[config.mk]
export PLATFORM = sky130hd
export DESIGN_NAME = rr_arbiter8
export DESIGN_NICKNAME = d
export VERILOG_FILES = /design/src/rtl/rr_arbiter8.sv
export SDC_FILE = /design/constraint.sdc
export NUM_CORES = 1
export LEC_CHECK = 0
export BUFFER_PORTS_ARGS = -buffer_cell sky130_fd_sc_hd__buf_4
export CORE_MARGIN = 2
export CORE_UTILIZATION = 43
export CTS_BUF_LIST = sky130_fd_sc_hd__clkbuf_16
export CTS_CLUSTER_DIAMETER = 100
export DETAILED_ROUTE_END_ITERATION = 6
export GPL_TIMING_DRIVEN = 1
export SLEW_MARGIN = 10
export SYNTH_ARGS = -nofsm -noshare
export SYNTH_HDL_FRONTEND = slang
export SYNTH_SLANG_ARGS = --single-unit
[constraint.sdc]
create_clock -name clk -period 4.3 [get_ports clk]
set_input_delay 1.29 -clock clk [delete_from_list [all_inputs] [get_ports clk]]
set_output_delay 1.29 -clock clk [all_outputs]
set_load 0.01 [all_outputs]
[src/rtl/rr_arbiter8.sv]
// Eight-way round-robin arbiter with a per-grant hold limit and a
// mandatory one-cycle turnaround between grants.
module rr_arbiter8 #(
  parameter int HOLD_W   = 8,
  parameter int MAX_HOLD = 16
) (
  input  logic       clk,
  input  logic       rst_n,
  input  logic       en,
  input  logic [7:0] req,
  output logic [7:0] gnt,
  output logic [2:0] gnt_idx,
  output logic       busy,
  output logic       timeout
);

  typedef enum logic {
    IDLE  = 1'b0,
    GRANT = 1'b1
  } state_t;

  state_t            state_reg, state_next;
  logic [2:0]        ptr_reg, ptr_next;
  logic [2:0]        gnt_idx_reg, gnt_idx_next;
  logic [HOLD_W-1:0] hold_cnt_reg, hold_cnt_next;
  logic              timeout_reg, timeout_next;

  logic [2:0]        win_idx;
  logic              win_found;
  logic [2:0]        cand;
  logic              limit_hit;

  // First requester at or above ptr, wrapping 7 -> 0.
  always_comb begin
    win_idx   = 3'd0;
    win_found = 1'b0;
    cand      = 3'd0;
    for (int k = 0; k < 8; k++) begin
      cand = ptr_reg + 3'(k);
      if (!win_found && req[cand]) begin
        win_idx   = cand;
        win_found = 1'b1;
      end
    end
  end

  // The counter reads MAX_HOLD-1 during the last permitted grant cycle.
  assign limit_hit = (MAX_HOLD != 0) && (hold_cnt_reg == HOLD_W'(MAX_HOLD - 1));

  always_comb begin
    state_next    = state_reg;
    ptr_next      = ptr_reg;
    gnt_idx_next  = gnt_idx_reg;
    hold_cnt_next = hold_cnt_reg;
    timeout_next  = 1'b0;
    case (state_reg)
      IDLE: begin
        if (en && win_found) begin
          state_next    = GRANT;
          gnt_idx_next  = win_idx;
          ptr_next      = win_idx + 3'd1;
          hold_cnt_next = '0;
        end
      end
      GRANT: begin
        hold_cnt_next = (&hold_cnt_reg) ? hold_cnt_reg : hold_cnt_reg + 1'b1;
        if (!req[gnt_idx_reg]) begin
          state_next   = IDLE;
          gnt_idx_next = 3'd0;
        end else if (limit_hit) begin
          state_next   = IDLE;
          gnt_idx_next = 3'd0;
          timeout_next = 1'b1;
        end
      end
      default: begin
        state_next   = IDLE;
        gnt_idx_next = 3'd0;
      end
    endcase
  end

  always_ff @(posedge clk or negedge rst_n) begin
    if (!rst_n) begin
      state_reg    <= IDLE;
      ptr_reg      <= 3'd0;
      gnt_idx_reg  <= 3'd0;
      hold_cnt_reg <= '0;
      timeout_reg  <= 1'b0;
    end else begin
      state_reg    <= state_next;
      ptr_reg      <= ptr_next;
      gnt_idx_reg  <= gnt_idx_next;
      hold_cnt_reg <= hold_cnt_next;
      timeout_reg  <= timeout_next;
    end
  end

  assign busy    = (state_reg == GRANT);
  assign gnt_idx = gnt_idx_reg;
  assign timeout = timeout_reg;

  genvar gi;
  generate
    for (gi = 0; gi < 8; gi++) begin : g_decode
      assign gnt[gi] = busy && (gnt_idx_reg == 3'(gi));
    end
  endgenerate

endmodule

# Word level (Yosys, flattened, before mapping)
# Index checks and enable logic that the tools add are counted.
op_classes:
  n_addsub: 9
  magnitude_cmp: 9
  n_eq_ne: 11
  n_mux: 48
  bitwise: 1
  n_reduce_logical: 28
op_table:
  columns: ["cell", "count"]
  rows:
  - ["$lt 3x4->1 const B", 9]
  - ["$mux 3", 11]
  - ["$bmux 1 s3", 9]
  - ["$mux 1", 23]
  - ["$logic_and 1x1->1", 16]
  - ["$mux 8", 2]
  - ["$pmux 8 s2", 1]
  - ["$add 3x3->3 const B", 4]
  - ["$eq 3x3->1 const B", 4]
  - ["$add 8x1->8 const B", 1]
  - ["$eq 8x4->1 const B", 1]
  - ["$reduce_and 8->1", 1]
  - ["$logic_not 1->1", 7]
  - ["$add 3x1->3 const B", 2]
  - ["$add 3x2->3 const B", 2]
  - ["$eq 3x2->1 const B", 2]
  - ["$pmux 3 s2", 1]
  - ["$reduce_and 2->1", 3]
  - ["$ne 2x2->1 const B", 2]
  - ["$eq 3x1->1 const B", 1]
  - ["$logic_not 3->1", 1]
  - ["$ne 3x3->1 const B", 1]
  - ["$pmux 1 s2", 1]
  - ["$not 1->1", 1]
word_totals:
  regBits: 16
  input_bits: 11
  out_inout_bits: 13
  word_cells: 111

# Depth between registers and ports, before layout
depth:
  depth_word: 27
  depth_mapped: 14
  ltp_nobuf: 11

# Worst setup path after synthesis
# Ideal clock, no wire load.
synth_path:
  kind: "in2reg"
  from: "input req[7]"
  to: "register ptr_reg[2]"
  setup_time_ns: 0.082
  t_arrival_ns: 3.453
  t_required_ns: 4.218
  setup_slack_ns: 0.765
  path_stages: 8
  n_path_buf: 0
  path_cell_list: "mux4_2 > nor2b_1 > a32oi_2 > a211o_1 > a311o_1 > ha_1 > or3_1 > a31oi_1"
synth_via:
  elab_chain_len: 26
  word_cells_on_any_way: 49
  classes_between: "1 x add/sub; 32 x mux; 16 x reduce/logical"
synth_lines:
  columns: ["item", "line_no", "source"]
  rows:
  - ["from (decl)", "10", "input logic [7:0] req,"]
  - ["branches (longest 26 deep; another with $bmux 1 s3)", null, null]
  - ["to (signal assigned)", "92", "ptr_reg <= ptr_next;"]
  - ["to (decl)", "23", "logic [2:0] ptr_reg, ptr_next;"]
# Several ways; the timed one is not identified. The select of a mux whose other input is x is not followed.
# A chain may end at the register's enable or synchronous reset.

# Worst setup path after layout
layout_path:
  from: "input req[6]"
  to: "register ptr_reg[2]"
# The elaborated chain is that of the path after synthesis.

==> reports/metrics.csv <==
metric,value,unit
core-area,4000,um^2
clockBufferDepth,2,
syn_inst,192,
grt_max_degree,17,
synth.top_cell.area_share,22.3,%
synth_edf_count,0,
rr_startpoint,ptr_reg[1],
rows,23,
worstMarginPinSlew,0.784,ns
critPathBufInv,1,
startpoint_type,input port,
antenna_found_initial,0,
synthesis.nets,207,
syn_to_final_growth,14.6,%
required,4.47,ns
clock_skew,0.00680,ns
cap_violations,0,
status,"complete, no violations",
critPathMaxFanout,7,
io_buffers,23,
clkTransAtPathRegs,0.05,ns
cts_buffers,3,
drt-initial-drc-count,123,
grt_pass1_wl,7.52,mm
synth_top_flop_cell,dfrtp_1,
nNetsFinal,226,
gr-total-overflow,0,
fin_crit,3.64,ns
r2r_slack,0.69,ns
critical-path-top-delay-family,compound AO/OA/AOI/OAI gates,
ys_top_cells_by_area,"dfrtp_1 22%, mux4_2 15%, nand2_1 5.0%",
syn_area,1800,um^2
vdd_drop_max,0.357,mV
netlist_top_cells_count,"24 x nand2_1, 22 x nor2_1, 16 x dfrtp_1, 12 x mux4_2, 8 x nand2b_1",
final_hold_viol_count,0,
dr.pass1.iters,4,
synth_top_cell_by_area,dfrtp_1,
synth.yosys.seq_area_share,22.3,%
grt_pass1_vias,1477,
relSlewSlack,47.7,%
clk_latency,0.25,ns
power_density,903,nW/um^2
die_x,68.7,um
wl_per_cell,16.9,um
setup_viol,0,
start_util,45.0,%
drt_wl_total,4.40,mm
final_max_slew_viol_count,0,
num_io_pins,24,
crit_path_top_delay_cell,mux4_2,
largest_reg_flops,8,
track_usage,21.5,%
crit_chain,"buf_4, mux4_2, mux2i_1, a32oi_2, a211o_1, a311o_1, ha_1, or3_1, a31oi_1",
placed_cells,256,
route.detailed.drc,0,
arrival,3.82,ns
rr_worst_depth,10,
fmax,0.274,GHz
rsz0062_at_grt,no,
drive_above_1_share,25.2,%
p_leak,0.875,nW
die_y,68.7,um
layout.cells.non_filler,260,
place_hpwl,3.31,mm
cts_setup_buffers,0,
insertedDiodeCount,0,
place_area,1980,um^2
dieArea,4720,um^2
synth.most_common_cell,nand2_1,
vias,1541,
final.setup.tns,0,ns
worstSetupPathType,input port to register,
clockRootBuffer,clkbuf_16,
min_path_type,register to register,
end_kind,register,
cts_tree,built,
period_share,84.7,%
holdBufCountCts,0,
htree_levels,1,
ys_async_sr_fraction,100,%
critPathMaxStageDelay,0.55,ns
min_from,hold_cnt_reg[2],
yosysWarnings,0,
place.gp.congestion,0.872,
fin_area,2060,um^2
numClockSinks,16,
synth-seq-cells,16,
yosysUniqueCellTypes,53,
cp-startpoint,req[6],
cts_resized,0,
r2r-end,ptr_reg[2],
ant_nets,0,
whs_path_depth,1,
viasPerCell,5.93,
synth.avg_cell_area,9.37,um^2
hold_path_end,hold_cnt_reg[2],
postLayoutCoreUtil,51.5,%
==> worst reg2reg max path: stages (launching register included) <==
cell	delay [ns]
dfrtp_1	0.34
inv_1	0.10
ha_1	0.59
mux4_2	0.65
mux2i_1	0.22
a32oi_2	0.15
a211o_1	0.32
a311o_1	0.41
ha_1	0.23
or3_1	0.36
a31oi_1	0.16
==> layout by cell type (no fill, tap or decap), drive strengths merged, types with 2 or more instances in the layout <==
master / count
buf: 26
and2: 2
dfrtp: 16
mux2: 11
or3: 2
nor3b: 2
inv: 7
and3: 3
xor2: 7
a22o: 2
nor3: 6
o31a: 2
o21ai: 6
a21oi: 5
nor2: 22
a21boi: 2
a211o: 3
clkbuf: 3
mux4: 12
ha: 4
nand4: 3
a31oi: 2
nand2b: 8
nand2: 25
mux2i: 8
==> power by group <==
group          leakage [nW]  internal, mW  total, mW  switching [mW]
sequential            0.208         0.195      0.273          0.0780
clock                0.0385         0.123      0.185          0.0612
combinational         0.629         0.647       1.41           0.758
total                 0.875         0.966       1.86           0.897
==> area by class of cell <==
class                      count  area, um^2
clock buffer                   3        75.1
timing repair buffer          26         195
fill                         381        1940
multi-input combinational    157        1300
clock inverter                 1        3.75
sequential                    16         400
tap                           50        62.6
inverter                       7        26.3
==> worst max-delay path by stage <==
stage | endpoint | depth (start not counted)
6_report | ptr_reg[2] | 9
5_1_grt | ptr_reg[2] | 10
4_1_cts | ptr_reg[2] | 9
3_5_place_dp | ptr_reg[2] | 9
3_3_place_gp | ptr_reg[2] | 9
2_1_floorplan | ptr_reg[2] | 8
==> stage by stage <==
step	setup WS, ns	power [mW]	hold slack, ns
global route	0.472	2.03	0.557
detailed placement	0.425	1.66	0.526
floorplan	0.765	1.40	0.504
finish	0.656	1.86	0.540
global placement	0.427	1.65	0.519
CTS	0.679	1.86	0.534
==> per-layer routing <==
layer,global-route usage (%),wire (um)
met1,31.3,2170
met2,33.4,2050
met3,3.41,151
met4,5.00,27
met5,0,0
==> logic make-up (layout without fill, tap and decap cells) <==
group                    Yosys count  after routing  share of synthesized area [%]
AND/OR/NAND/NOR                   78             78                           21.7
multiplexers                      31             31                           27.7
adder cells (fa/ha/maj)            4              4                           2.78
buffers and inverters             19             37                           5.56
XOR/XNOR                           8              8                           4.31
flip-flops                        16             16                           22.3
AO/OA/AOI/OAI                     36             36                           15.6
(Power assumes the default switching activity.)
